===== src/rtl/score_display_decoder.sv =====
// score_display_decoder: recovers a two-digit score from a multiplexed 7-segment bus with stability filtering
module score_display_decoder #(
  parameter int STABLE_SAMPLES = 4,
  parameter int TIMEOUT        = 255
) (
  input  logic       clk,
  input  logic       rst_n,
  input  logic       ena,
  input  logic       invert,
  input  logic [6:0] segments,
  input  logic [1:0] digits,
  output logic [3:0] score_ones,
  output logic [3:0] score_tens,
  output logic [6:0] score_bin,
  output logic       valid,
  output logic       blank,
  output logic       changed,
  output logic       err,
  output logic       stale
);
  localparam logic [3:0]  C_S  = 4'(STABLE_SAMPLES);
  localparam logic [15:0] C_TO = 16'(TIMEOUT);
  localparam logic [3:0]  C_BLANK = 4'd15;
  localparam logic [3:0]  C_ILL   = 4'd14;
  logic [6:0]  r_seg;
  logic [1:0]  r_sel;
  logic [3:0]  r_last [2];
  logic [3:0]  r_cnt  [2];
  logic [15:0] r_to;
  logic [3:0]  r_ones, r_tens;
  logic [6:0]  r_bin;
  logic        r_valid, r_blank, r_changed, r_err, r_stale;
  logic [3:0]  w_code;
  logic        w_legal, w_idx, w_tmo, w_both, w_dec, w_blk, w_ill;
  logic [6:0]  w_bin;
  function automatic logic [3:0] seg2code(input logic [6:0] s);
    case (s)
      7'h3F:   seg2code = 4'd0;
      7'h06:   seg2code = 4'd1;
      7'h5B:   seg2code = 4'd2;
      7'h4F:   seg2code = 4'd3;
      7'h66:   seg2code = 4'd4;
      7'h6D:   seg2code = 4'd5;
      7'h7D:   seg2code = 4'd6;
      7'h07:   seg2code = 4'd7;
      7'h7F:   seg2code = 4'd8;
      7'h6F:   seg2code = 4'd9;
      7'h00:   seg2code = C_BLANK;
      default: seg2code = C_ILL;
    endcase
  endfunction
  // decode the registered sample and evaluate acceptance of both digits
  always_comb begin
    w_code  = seg2code(r_seg);
    w_legal = (r_sel == 2'b01) || (r_sel == 2'b10);
    w_idx   = r_sel[1];
    w_tmo   = !w_legal && (r_to >= C_TO);
    w_both  = (r_cnt[0] == C_S) && (r_cnt[1] == C_S) && !w_tmo;
    w_dec   = (r_last[0] < 4'd10) && (r_last[1] < 4'd10);
    w_blk   = (r_last[0] == C_BLANK) && (r_last[1] == C_BLANK);
    w_ill   = (r_last[0] == C_ILL) || (r_last[1] == C_ILL);
    w_bin   = 7'(r_last[1]) * 7'd10 + 7'(r_last[0]);
  end
  // stage 1: normalised bus sample; a disabled decoder sees no digit select
  always_ff @(posedge clk) begin
    if (!rst_n) begin
      r_seg <= '0;
      r_sel <= '0;
    end else if (!ena) begin
      r_sel <= '0;
    end else begin
      r_seg <= invert ? ~segments : segments;
      r_sel <= invert ? ~digits : digits;
    end
  end
  // stage 2: per-digit stability counters and the no-select timeout counter
  always_ff @(posedge clk) begin
    if (!rst_n || !ena) begin
      r_last[0] <= '0;
      r_last[1] <= '0;
      r_cnt[0]  <= '0;
      r_cnt[1]  <= '0;
      r_to      <= '0;
    end else if (w_legal) begin
      r_to           <= '0;
      r_last[w_idx]  <= w_code;
      r_cnt[w_idx]   <= (w_code == r_last[w_idx]) ? ((r_cnt[w_idx] == C_S) ? C_S : r_cnt[w_idx] + 4'd1) : 4'd1;
    end else begin
      r_to <= (r_to == 16'hFFFF) ? r_to : r_to + 16'd1;
      if (w_tmo) begin
        r_cnt[0] <= '0;
        r_cnt[1] <= '0;
      end
    end
  end
  // stage 3: commit accepted digits to the score outputs and flags
  always_ff @(posedge clk) begin
    if (!rst_n) begin
      r_ones    <= '0;
      r_tens    <= '0;
      r_bin     <= '0;
      r_valid   <= 1'b0;
      r_blank   <= 1'b0;
      r_changed <= 1'b0;
      r_err     <= 1'b0;
      r_stale   <= 1'b0;
    end else begin
      r_changed <= 1'b0;
      if (ena) begin
        if (w_legal) r_stale <= 1'b0;
        else if (w_tmo) begin
          r_stale <= 1'b1;
          r_valid <= 1'b0;
        end
        if (w_both) begin
          if (w_ill) r_err <= 1'b1;
          else if (w_dec) begin
            r_ones    <= r_last[0];
            r_tens    <= r_last[1];
            r_bin     <= w_bin;
            r_valid   <= 1'b1;
            r_blank   <= 1'b0;
            r_changed <= !r_valid || ({r_last[1], r_last[0]} != {r_tens, r_ones});
          end else if (w_blk) begin
            r_valid <= 1'b0;
            r_blank <= 1'b1;
          end
        end
      end
    end
  end
  assign score_ones = r_ones;
  assign score_tens = r_tens;
  assign score_bin  = r_bin;
  assign valid      = r_valid;
  assign blank      = r_blank;
  assign changed    = r_changed;
  assign err        = r_err;
  assign stale      = r_stale;
endmodule

===== config.mk =====
export PLATFORM = sky130hd
export DESIGN_NAME = score_display_decoder
export DESIGN_NICKNAME = d
export VERILOG_FILES = /design/src/rtl/score_display_decoder.sv
export SDC_FILE = /design/constraint.sdc
export NUM_CORES = 1
export LEC_CHECK = 0
export ABC_AREA = 1
export BUFFER_PORTS_ARGS = -buffer_cell sky130_fd_sc_hd__buf_2
export CELL_PAD_IN_SITES_DETAIL_PLACEMENT = 1
export CELL_PAD_IN_SITES_GLOBAL_PLACEMENT = 2
export CORE_MARGIN = 5
export CORE_UTILIZATION = 37
export DETAILED_ROUTE_END_ITERATION = 6
export GPL_TIMING_DRIVEN = 0
export HOLD_SLACK_MARGIN = 0.06
export PLACE_DENSITY = 0.88
export RECOVER_POWER = 25
export SYNTH_ARGS = -nofsm -noshare
export SYNTH_HDL_FRONTEND = slang
export SYNTH_SLANG_ARGS = --single-unit
export TNS_END_PERCENT = 1

===== constraint.sdc =====
create_clock -name clk -period 4.5 [get_ports clk]
set_clock_uncertainty 0.2 [all_clocks]
set_input_delay 0.225 -clock clk [delete_from_list [all_inputs] [get_ports clk]]
set_output_delay 0.225 -clock clk [all_outputs]
set_load 0.02 [all_outputs]

==> run summary, run 1 <==
WP buf/inv: 4
Cell area after synthesis: 3450 sq um
Post-synth top area share: 0.261
GPL Wtd Cong: 0.769
Initial antenna violation count: 0
Root Driver: clkbuf_8
H-tree Lvls: 3
Via-to-Cell Ratio: 4.98
Async SR Flop Fraction: 0
Leakage: 1.77 nW
Fin. Hold Viols: 0
Nets: 546
Filler cell count: 1195
DR pass1 iterations: 4
Critical path's slowest cell: dlygate4sd3_1
Crit-path cells: dlygate4sd3_1 -> clkbuf_1 -> nand2_1 -> inv_1 -> nand2_1 -> nor2_4 -> clkinv_1 -> a211oi_1
Data arrival time of the worst path: 2490 ps
Syn nets: 494
Clock buffer count from CTS: 9
Sw power: 0.337 mW
Pins Over Slew Limit: 0
Antenna diode count: 0
Port buffer count: 31
Worst min path class: primary input to flop
Vias post-DR: 3177
Final core occ: 0.439
Starting density of the core: 0.377
Top cells by area, synth: dfxtp_1 (26%), edfxtp_1 (14%), nand2_1 (8.5%)
Number of DRC markers in iteration 0: 46
Largest net degree at the start of global routing: 11
Comb power frac: 0.119
Post-DP HPWL: 6930 microns
Setup crit end kind: flop
Max Freq: 409 MHz
Hold-fix buffer count after cts: 10
RSZ-0062 raised after global routing: false
Post-Synthesis Cells: 470
WS Path Type: primary input to flop
Period utilisation layout: 0.543
Total grt overflow: 0
Sequential-to-total area share from yosys stat: 0.400
CTS resizes: 0
Internal power: 0.902 mW
Switch share: 0.272
Die height: 107 microns
Most used cell, CP: nand2_1
Clock-pin slew on the worst setup and hold paths: 60 ps
Period minus WS final: 2440 ps
Main synth FF type: dfxtp_1
Worst reg2reg setup slack: 2170 ps
DP Cell Count: 612
Total GRT Usage: 0.165
Pwr/cell area: 309 nW/um^2
Postcts setup bufs: 0
Remaining antenna violation count after routing: 0
# DRC: 0
Number of distinct library cells after synthesis: 41
Maxcap violations: 0
Mean Syn Cell Area: 7.35 sq um
Startpoint Class: primary input
Vias in the first global route: 3310
CORE AREA: 9150 sq um
Row count: 35
Setup TNS: 0 ps
P&R area growth vs syn: 16.2%
Post-synth EDFFs: 16
Cell taking the most area after synthesis: dfxtp_1
Clock power share: 0.399
Clock sinks: 61
Peak VDD IR: 0.000107 V
Req. time, crit path: 4550 ps
Register area: 1380 sq um
Area used by multi-input combinational logic: 1750 sq um
CTS tree: yes
Flop pwr share: 0.482
CP Max Fanout: 9
Die footprint: 11400 sq um
Share of post-route cells with drive strength above 1: 0.0930
CP max stage delay: 520 ps
Clk Latency, worst-skew pair: 340 ps
Synth Register Bits: 61
Worst-margin pin slew: 665 ps
Cell family with most CP delay: buffers and inverters
First-pass GRT wire length: 15200 microns
Synthesis Warnings: 0
Status: finished, final reports clean
Slew headroom: 0.553
Post-Layout Cell Count: 638
WL final: 8890 microns
Final setup viols: 0
Avg WL per Cell: 13.9 microns
CTS Buffer Depth: 2
# IOs: 33
Die width: 107 microns
==> area by class of cell <==
type / count / area share
multi-input combinational: 326 / 0.435
timing repair buffer: 41 / 0.0570
clock inverter: 4 / 0.0118
inverter: 74 / 0.0692
buffer: 9 / 0.0118
clock buffer: 12 / 0.0362
sequential: 61 / 0.344
tap: 111 / 0.0346
==> power groups by stage <==
stage | clock [mW] | sequential [mW] | combinational (mW)
2_1_floorplan | 0 | 0.605 | 0.104
4_1_cts | 0.508 | 0.597 | 0.150
3_5_place_dp | 0 | 0.610 | 0.143
3_3_place_gp | 0 | 0.609 | 0.138
6_report | 0.495 | 0.597 | 0.148
5_1_grt | 0.538 | 0.600 | 0.170
==> per-layer routing <==
layer / track usage / wire length [microns] / up-vias
met2: 0.305 / 4510 / 36
met4: 0.0630 / 174 / 0
met1: 0.192 / 3990 / 1492
met3: 0.0253 / 216 / 14
li1: - / - / 1635
met5: 0 / 0 / -
==> worst paths after layout <==
kind | from | endpoint | cells past startpoint
worst min-delay path | segments[6] | r_seg[6] | 4
worst max register to register | r_last[1][1] | score_bin[6] | 7
worst max-delay path | rst_n | r_to[12] | 8
worst min register to register | blank | blank | 2
==> logic make-up (layout without fill, tap and decap cells) <==
family / Yosys count / count (layout) / share of synthesized area
buffers and inverters: 83 / 140 / 0.0942
DFF: 61 / 61 / 0.400
adders and majority gates: 11 / 11 / 0.0442
and+or+nand+nor: 218 / 218 / 0.285
AOI/OAI and AO/OA: 75 / 75 / 0.121
xor gates and xnor gates: 22 / 22 / 0.0558
==> cell usage after synthesis, types with 2 or more instances <==
cell and number:
nand2_1 78, o21ai_0 38, clkbuf_1 5, nand3b_1 3, buf_2 2, fa_1 2
a221oi_1 2, nor2_2 5, nor2_1 69, or2_2 4, a21oi_1 22, o22ai_1 2
inv_1 71, nor3_2 2, a31oi_1 4, inv_2 2, dfxtp_1 45, nor3_1 10
nand2_2 3, nand3_1 29, xor2_1 13, nand4_1 9, ha_1 9, xnor2_1 9
edfxtp_1 16
==> registers in the layout, indices dropped and copies added, names as in the netlist, named ones only <==
name and cells:
stale 1, r_seg 7, blank 1, score_bin 6, err 1, r_to 16, r_cnt 8, score_tens 4
r_last 8, score_ones 4, changed 1, r_sel 2, valid 1
==> tightest hold or removal path, cell delays in order <==
cell     delay (ps)
buf_2            80
xor2_1           50
o21ai_0         150
inv_1            40
==> metrics by stage <==
| stage | hold slack, ps | power [mW] | worst slack, ps | area (sq um) |
|---|---|---|---|---|
| floorplan | 162 | 0.709 | 2310 | 3450 |
| CTS | 60.6 | 1.26 | 2150 | 4040 |
| global placement | 238 | 0.747 | 2190 | 3750 |
| detailed placement | 256 | 0.753 | 2160 | 3750 |
| global route | 81.8 | 1.31 | 1770 | 4010 |
| finish | 64.0 | 1.24 | 2060 | 4010 |
==> layout by cell type (no fill, tap or decap), types with 3 or more instances in the layout <==
cell and count:
nand2_1 78, inv_1 71, nor2_1 69, dfxtp_1 45, o21ai_0 38, nand3_1 29, clkbuf_1 28, a21oi_1 22
edfxtp_1 16, xor2_1 13, buf_2 12, nor3_1 10, clkbuf_8 10, dlygate4sd3_1 10, nand4_1 9, xnor2_1 9
ha_1 9, nor2_2 5, or2_2 4, a31oi_1 4, nand2_2 3, nand3b_1 3
(Power assumes the default switching activity.)
==> run 2: changes to the inputs <==
--- a/config.mk
+++ b/config.mk
@@ -10,11 +10,11 @@
 export CELL_PAD_IN_SITES_DETAIL_PLACEMENT = 1
 export CELL_PAD_IN_SITES_GLOBAL_PLACEMENT = 2
 export CORE_MARGIN = 5
-export CORE_UTILIZATION = 37
+export CORE_UTILIZATION = 31
 export DETAILED_ROUTE_END_ITERATION = 6
 export GPL_TIMING_DRIVEN = 0
 export HOLD_SLACK_MARGIN = 0.06
-export PLACE_DENSITY = 0.88
+export PLACE_DENSITY = 0.79
 export RECOVER_POWER = 25
 export SYNTH_ARGS = -nofsm -noshare
 export SYNTH_HDL_FRONTEND = slang
==> constraint.sdc (replaced) <==
create_clock -name clk -period 2.1 [get_ports clk]
set_clock_uncertainty 0.2 [all_clocks]
set_input_delay 0.105 -clock clk [delete_from_list [all_inputs] [get_ports clk]]
set_output_delay 0.105 -clock clk [all_outputs]
set_load 0.02 [all_outputs]
==> run summary, run 2 (synthesis results as in run 1) <==
DP Cell Count: 641 (+4.7%)
Pwr/cell area: 610 nW/um^2 (+98%)
Share of post-route cells with drive strength above 1: 0.172 (+0.0793)
Data arrival time of the worst path: 2140 ps (-350 ps)
Port buffer count: 31 (unchanged)
Routed wl met2: 4590 microns (+1.8%)
Maxcap violations: 0 (unchanged)
Clk Latency, worst-skew pair: 360 ps (+20 ps)
Max Freq: 479 MHz
Post-DP HPWL: 6890 microns (-0.60%)
Via-to-Cell Ratio: 4.73 (-5.1%)
Commonest non-fill, non-tap cell in the layout: nand2_1
Die footprint: 13400 sq um (+17%)
Worst reg2reg setup slack: 10 ps (-2160 ps)
Total GRT Usage: 0.151 (-0.0142)
Worst min path class: primary input to flop
WS Path Type: flop to flop
Filler cell count: 1343 (+12%)
Vias post-DR: 3185 (+0.25%)
WL final: 9350 microns (+5.2%)
Root Driver: clkbuf_8
P&R area growth vs syn: 23.7%
Antenna diode count: 0 (unchanged)
Final core occ: 0.392 (-0.0461)
Period minus WS final: 2090 ps
First-pass GRT wire length: 15900 microns (+5.0%)
Final setup viols: 0 (unchanged)
Startpoint Class: flop
Starting density of the core: 0.317 (-0.0601)
Total grt overflow: 0 (unchanged)
CTS tree: yes
Design Power: 2.61 mW (+110%)
Period utilisation layout: 0.994
RSZ-0062 raised after global routing: true
DR pass1 iterations: 4 (unchanged)
Die width: 116 microns (+8.4%)
Fin. Hold Viols: 0 (unchanged)
Setup crit end kind: flop
Post-Layout Cell Count: 674 (+5.6%)
H-tree Lvls: 3 (unchanged)
Status: finished, final reports clean
Register area: 1400 sq um (+1.1%)
Avg WL per Cell: 13.9 microns (-0.46%)
Peak VDD IR: 0.000309 V (+190%)
CTS Buffer Depth: 2 (unchanged)
Largest net degree at the start of global routing: 11 (unchanged)
Most frequent cells in the layout: nand2_1 (74), inv_1 (69), nor2_1 (62)
Nets: 554 (+1.5%)
Max reg flops: 16 (unchanged)
# DRC: 0 (unchanged)
Met1 Wirelength: 4260 microns (+6.8%)
Row count: 38 (+8.6%)
Vias in the first global route: 3359 (+1.5%)
Req. time, crit path: 2150 ps (-2400 ps)
Die height: 116 microns (+8.4%)
Area used by multi-input combinational logic: 1900 sq um (+8.5%)
CORE AREA: 10900 sq um (+19%)
Remaining antenna violation count after routing: 0 (unchanged)
Largest reg by FF count: r_to
Worst-margin pin slew: 585 ps (-80.1 ps)
Biggest regs: r_to (16), r_cnt (8), r_last (8)
GPL Wtd Cong: 0.806 (+4.9%)
Highest metal used: met4
Clock-pin slew on the worst setup and hold paths: 70 ps (about the same)
# IOs: 33 (unchanged)
Met3 Wirelength: 326 microns (+51%)
Clock buffer count from CTS: 9 (unchanged)
Hold_ws: 105 ps (+41.3 ps)
Setup TNS: 0 ps (unchanged)
Clock sinks: 61 (unchanged)
Pins Over Slew Limit: 0 (unchanged)
CP Max Fanout: 2 (-7)
Number of DRC markers in iteration 0: 65 (+41%)
Slew headroom: 0.610 (+0.0575)
Initial antenna violation count: 0 (unchanged)
Leakage: 1.87 nW (+5.7%)
## run 2: cell types whose count changed in the layout (fill, tap and decap cells not counted), sizes merged
cell         delta
buf             +9
clkbuf          -4
dlygate4sd3     +4
bufinv          -1
clkinvlp        -1
## run 2: worst max-delay path, cell delays in order (launching register included)
cell      delay (ps)
edfxtp_1         390
ha_1             310
ha_2             180
fa_1             510
nand3_1           90
xor2_1           150
nor2_1           110
nor2_1            40
## run 2: worst paths after layout
kind                              startpoint           end  cells past startpoint
worst max register to register  r_last[1][3]  score_bin[6]                      7
worst min register to register           err           err                      2
worst min-delay path                     ena         stale                      4
worst max-delay path            r_last[1][3]  score_bin[6]                      7
## run 2: metal layers
| layer | up-vias | track usage |
|---|---|---|
| met3 | 15 | 0.0345 |
| met4 | 0 | 0.0587 |
| met2 | 38 | 0.269 |
| met5 | - | 0 |
| li1 | 1646 | - |
| met1 | 1486 | 0.176 |
## run 2: cell type report
type                    count  area share
plain buffers               9      0.0126
clock buffers              13      0.0372
clock inverters             2     0.00234
inverters                  74      0.0650
multi-input cells         326       0.444
flip-flops and latches     61       0.327
well taps                 140      0.0410
repair buffers             49      0.0714
## run 2: power breakdown
| part | internal (mW) | switching, mW |
|---|---|---|
| registers | 1.24 | 0.0413 |
| logic | 0.137 | 0.223 |
| clock network | 0.483 | 0.480 |
## run 2: per-stage QoR
step | instance area [sq um] | setup WS, ps
6_report | 4270 | 11.8
4_1_cts | 4150 | -84.4
3_5_place_dp | 3790 | -176
2_1_floorplan | 3460 | -33.8
5_1_grt | 4270 | -93.3
3_3_place_gp | 3790 | -163
## run 2: timing repair
| item | 4_1_cts | 5_1_grt |
|---|---|---|
| pin swaps | 0 | 5 |
| setup buffers | 3 | 1 |
| hold endpoints to repair | 18 | 0 |
| hold buffers | 14 | 0 |
| gates resized for setup | 9 | 46 |
| endpoints found under the setup margin | 21 | 29 |
| cloned | 0 | 0 |
==> run 3: changes to the inputs <==
--- a/config.mk
+++ b/config.mk
@@ -5,12 +5,12 @@
 export SDC_FILE = /design/constraint.sdc
 export NUM_CORES = 1
 export LEC_CHECK = 0
-export ABC_AREA = 1
 export BUFFER_PORTS_ARGS = -buffer_cell sky130_fd_sc_hd__buf_2
 export CELL_PAD_IN_SITES_DETAIL_PLACEMENT = 1
 export CELL_PAD_IN_SITES_GLOBAL_PLACEMENT = 2
+export CORE_ASPECT_RATIO = 1.1
 export CORE_MARGIN = 5
-export CORE_UTILIZATION = 31
+export CORE_UTILIZATION = 34
 export DETAILED_ROUTE_END_ITERATION = 6
 export GPL_TIMING_DRIVEN = 0
 export HOLD_SLACK_MARGIN = 0.06
==> constraint.sdc (replaced) <==
create_clock -name clk -period 2.1 [get_ports clk]
set_clock_uncertainty 0.2 [all_clocks]
set_input_delay 0.105 -clock clk [delete_from_list [all_inputs] [get_ports clk]]
set_output_delay 0.105 -clock clk [all_outputs]
set_load 0.05 [all_outputs]
==> run summary, run 3 <==
Initial antenna violation count: 0 (unchanged)
Row count: 38 (unchanged)
Area used by multi-input combinational logic: 2210 sq um (+17%)
Worst min path class: primary input to flop
Maxcap violations: 0 (unchanged)
WS Path Type: flop to flop
Post-synth EDFFs: 16 (unchanged)
H-tree Lvls: 3 (unchanged)
Design Power: 2.65 mW (+1.7%)
Top cells by area, synth: dfxtp_1 (26%), edfxtp_1 (14%), mux2i_1 (6.4%)
Clock-pin slew on the worst setup and hold paths: 70 ps (about the same)
Syn nets: 390 (-21%)
Final setup viols: 30 (+30)
Vias in the first global route: 3032 (-9.7%)
Met3 Use GR: 0.0306 (-0.00382)
Max Freq: 421 MHz (-12%)
M2 GR Usage: 0.260 (-0.00909)
RSZ-0062 raised after global routing: true
Total grt overflow: 0 (unchanged)
Starting density of the core: 0.349 (+0.0318)
Slew headroom: 0.585 (-0.0247)
Gr busiest metal: met2
First-pass GRT wire length: 14800 microns (-7.3%)
CORE AREA: 9890 sq um (-9.2%)
GPL Wtd Cong: 0.775 (-3.9%)
P&R area growth vs syn: 29.6%
Final instance area: 4470 sq um (+4.7%)
Filler cell count: 1117 (-17%)
Biggest regs: r_to (16), r_cnt (8), r_last (8)
Pre-CTS setup slack: -437 ps (-261 ps)
Cell family with most CP delay: simple AND/OR/NAND/NOR gates
Share of post-route cells with drive strength above 1: 0.240 (+0.0680)
Setup TNS: -3730 ps (-3730 ps)
Async SR Flop Fraction: 0 (unchanged)
Die height: 116 microns (about the same)
Period minus WS final: 2380 ps (+288 ps)
Antenna diode count: 0 (unchanged)
Period utilisation layout: 1.13 (+0.137)
Failing checks: negative setup slack
Post-Layout Cell Count: 557 (-17%)
Leakage: 1.81 nW (-3.1%)
Startpoint Class: flop
Synthesis Warnings: 0 (unchanged)
Number of DRC markers in iteration 0: 97 (+49%)
Worst reg2reg setup slack: -280 ps (-290 ps)
Post-route setup slack: -276 ps (-288 ps)
CP Max Fanout: 9 (+7)
Vias post-DR: 2848 (-11%)
Top cells by count, synth: dfxtp_1 (45), nand2_1 (37), nor2_1 (35)
Crit-path cells: buf_4 -> nand2_1 -> or4_4 -> and4b_4 -> or3_4 -> nand3_4 -> nor4_4
Hold_ws: 156 ps (+50.8 ps)
Die footprint: 12300 sq um (-8.1%)
Max reg flops: 16 (unchanged)
Worst-margin pin slew: 625 ps (+39.7 ps)
Die width: 106 microns (-8.2%)
Crit path to: r_cnt[0][3]
Cell area after synthesis: 3450 sq um (about the same)
DP Cell Count: 516 (-20%)
Mean Syn Cell Area: 9.43 sq um (+28%)
Fin. Hold Viols: 0 (unchanged)
WL final: 8840 microns (-5.5%)
Dpl cell area: 3760 sq um (-0.59%)
Synth Register Bits: 61 (unchanged)
Cell taking the most area after synthesis: dfxtp_1
Sequential-to-total area share from yosys stat: 0.400 (about the same)
Avg WL per Cell: 15.9 microns (+14%)
Top-count cell post-synth: dfxtp_1
Post-synth top area share: 0.261 (about the same)
Status: finished with violations
Clock sinks: 61 (unchanged)
Setup crit end kind: flop
Clk Latency, worst-skew pair: 350 ps (about the same)
Port buffer count: 30 (-3.2%)
Register area: 1400 sq um (about the same)
Post-DP HPWL: 6060 microns (-12%)
Req. time, crit path: 1990 ps (-160 ps)
Critical path's slowest cell: or4_4
WP depth: 7 (unchanged)
Most frequent cells in the layout: nand2_1 (36), dfxtp_1 (36), nor2_1 (35)
Pins Over Slew Limit: 0 (unchanged)
Peak VDD IR: 0.000244 V (-21%)
Nets: 456 (-18%)
R2R depth: 7 (unchanged)
Via-to-Cell Ratio: 5.11 (+8.2%)
Number of distinct library cells after synthesis: 57 (+39%)
Largest reg by FF count: r_to
Total GRT Usage: 0.152 (+0.000965)
# IOs: 33 (unchanged)
Root Driver: clkbuf_8
CTS tree: yes
Pwr/cell area: 593 nW/um^2 (-2.8%)
Largest net degree at the start of global routing: 11 (unchanged)
CTS Buffer Depth: 2 (unchanged)
Remaining antenna violation count after routing: 0 (unchanged)
# DRC: 0 (unchanged)
GR Layer Usage met1: 0.187 (+0.0115)
DR pass1 iterations: 4 (unchanged)
CP max stage delay: 500 ps (about the same)
Main synth FF type: dfxtp_1
Terminus of the critical flop-to-flop path: r_cnt[0][3]
Setup crit start: r_seg[2]
Clock buffer count from CTS: 9 (unchanged)
Final core occ: 0.452 (+0.0597)
RR Startpoint: r_seg[2]
Post-Synthesis Cells: 366 (-22%)
WP buf/inv: 1 (+1)
Data arrival time of the worst path: 2270 ps (+130 ps)
## run 3: kinds of logic after synthesis
kind of cell    Yosys count  synth area share
simple gates            165             0.266
flops                    61             0.400
compound gates           41            0.0881
xor+xnor                 37            0.0939
buf+inv                  28            0.0406
mux                      23            0.0671
fa+ha+maj                11            0.0442
## run 3: metal layers
layer	wire length (microns)	part of all wire
met1	4150	0.47
met2	4240	0.48
met3	300	0.034
met4	144	0.016
met5	0	0
## run 3: report_power, final
| part | switching, mW | total [mW] | internal (mW) |
|---|---|---|---|
| combinational | 0.249 | 0.453 | 0.204 |
| clock | 0.464 | 0.921 | 0.457 |
| sequential | 0.0373 | 1.28 | 1.24 |
| total | 0.751 | 2.65 | 1.90 |
## run 3: worst min-delay path by stage
stage,start,endpoint,slack [ps],cells past startpoint
after floorplan,digits[0],r_sel[0],40,2
after global routing,invert,r_sel[1],210,3
after CTS,invert,r_sel[1],180,3
after global placement,digits[0],r_sel[0],150,3
final,invert,r_sel[1],160,3
after detailed placement,digits[0],r_sel[0],170,3
## run 3: final cells by class
| type | instances | area share |
|---|---|---|
| sequential | 61 | 0.312 |
| inverter | 8 | 0.00672 |
| clock buffer | 14 | 0.0341 |
| buffer | 19 | 0.0333 |
| multi-input combinational | 277 | 0.494 |
| tap | 120 | 0.0336 |
| timing repair buffer | 56 | 0.0839 |
| clock inverter | 2 | 0.00196 |
## run 3: timing repair
| action | CTS | global route |
|---|---|---|
| setup buffers | 11 | 1 |
| gates resized for setup | 38 | 33 |
| setup endpoints to repair | 45 | 40 |
| hold buffers | 14 | 0 |
| pin swaps | 12 | 10 |
| hold endpoints to repair | 16 | 0 |
## run 3: worst min-delay path: stages
cell	delay [ps]
clkbuf_1	250
xnor2_1	240
nor2_1	80
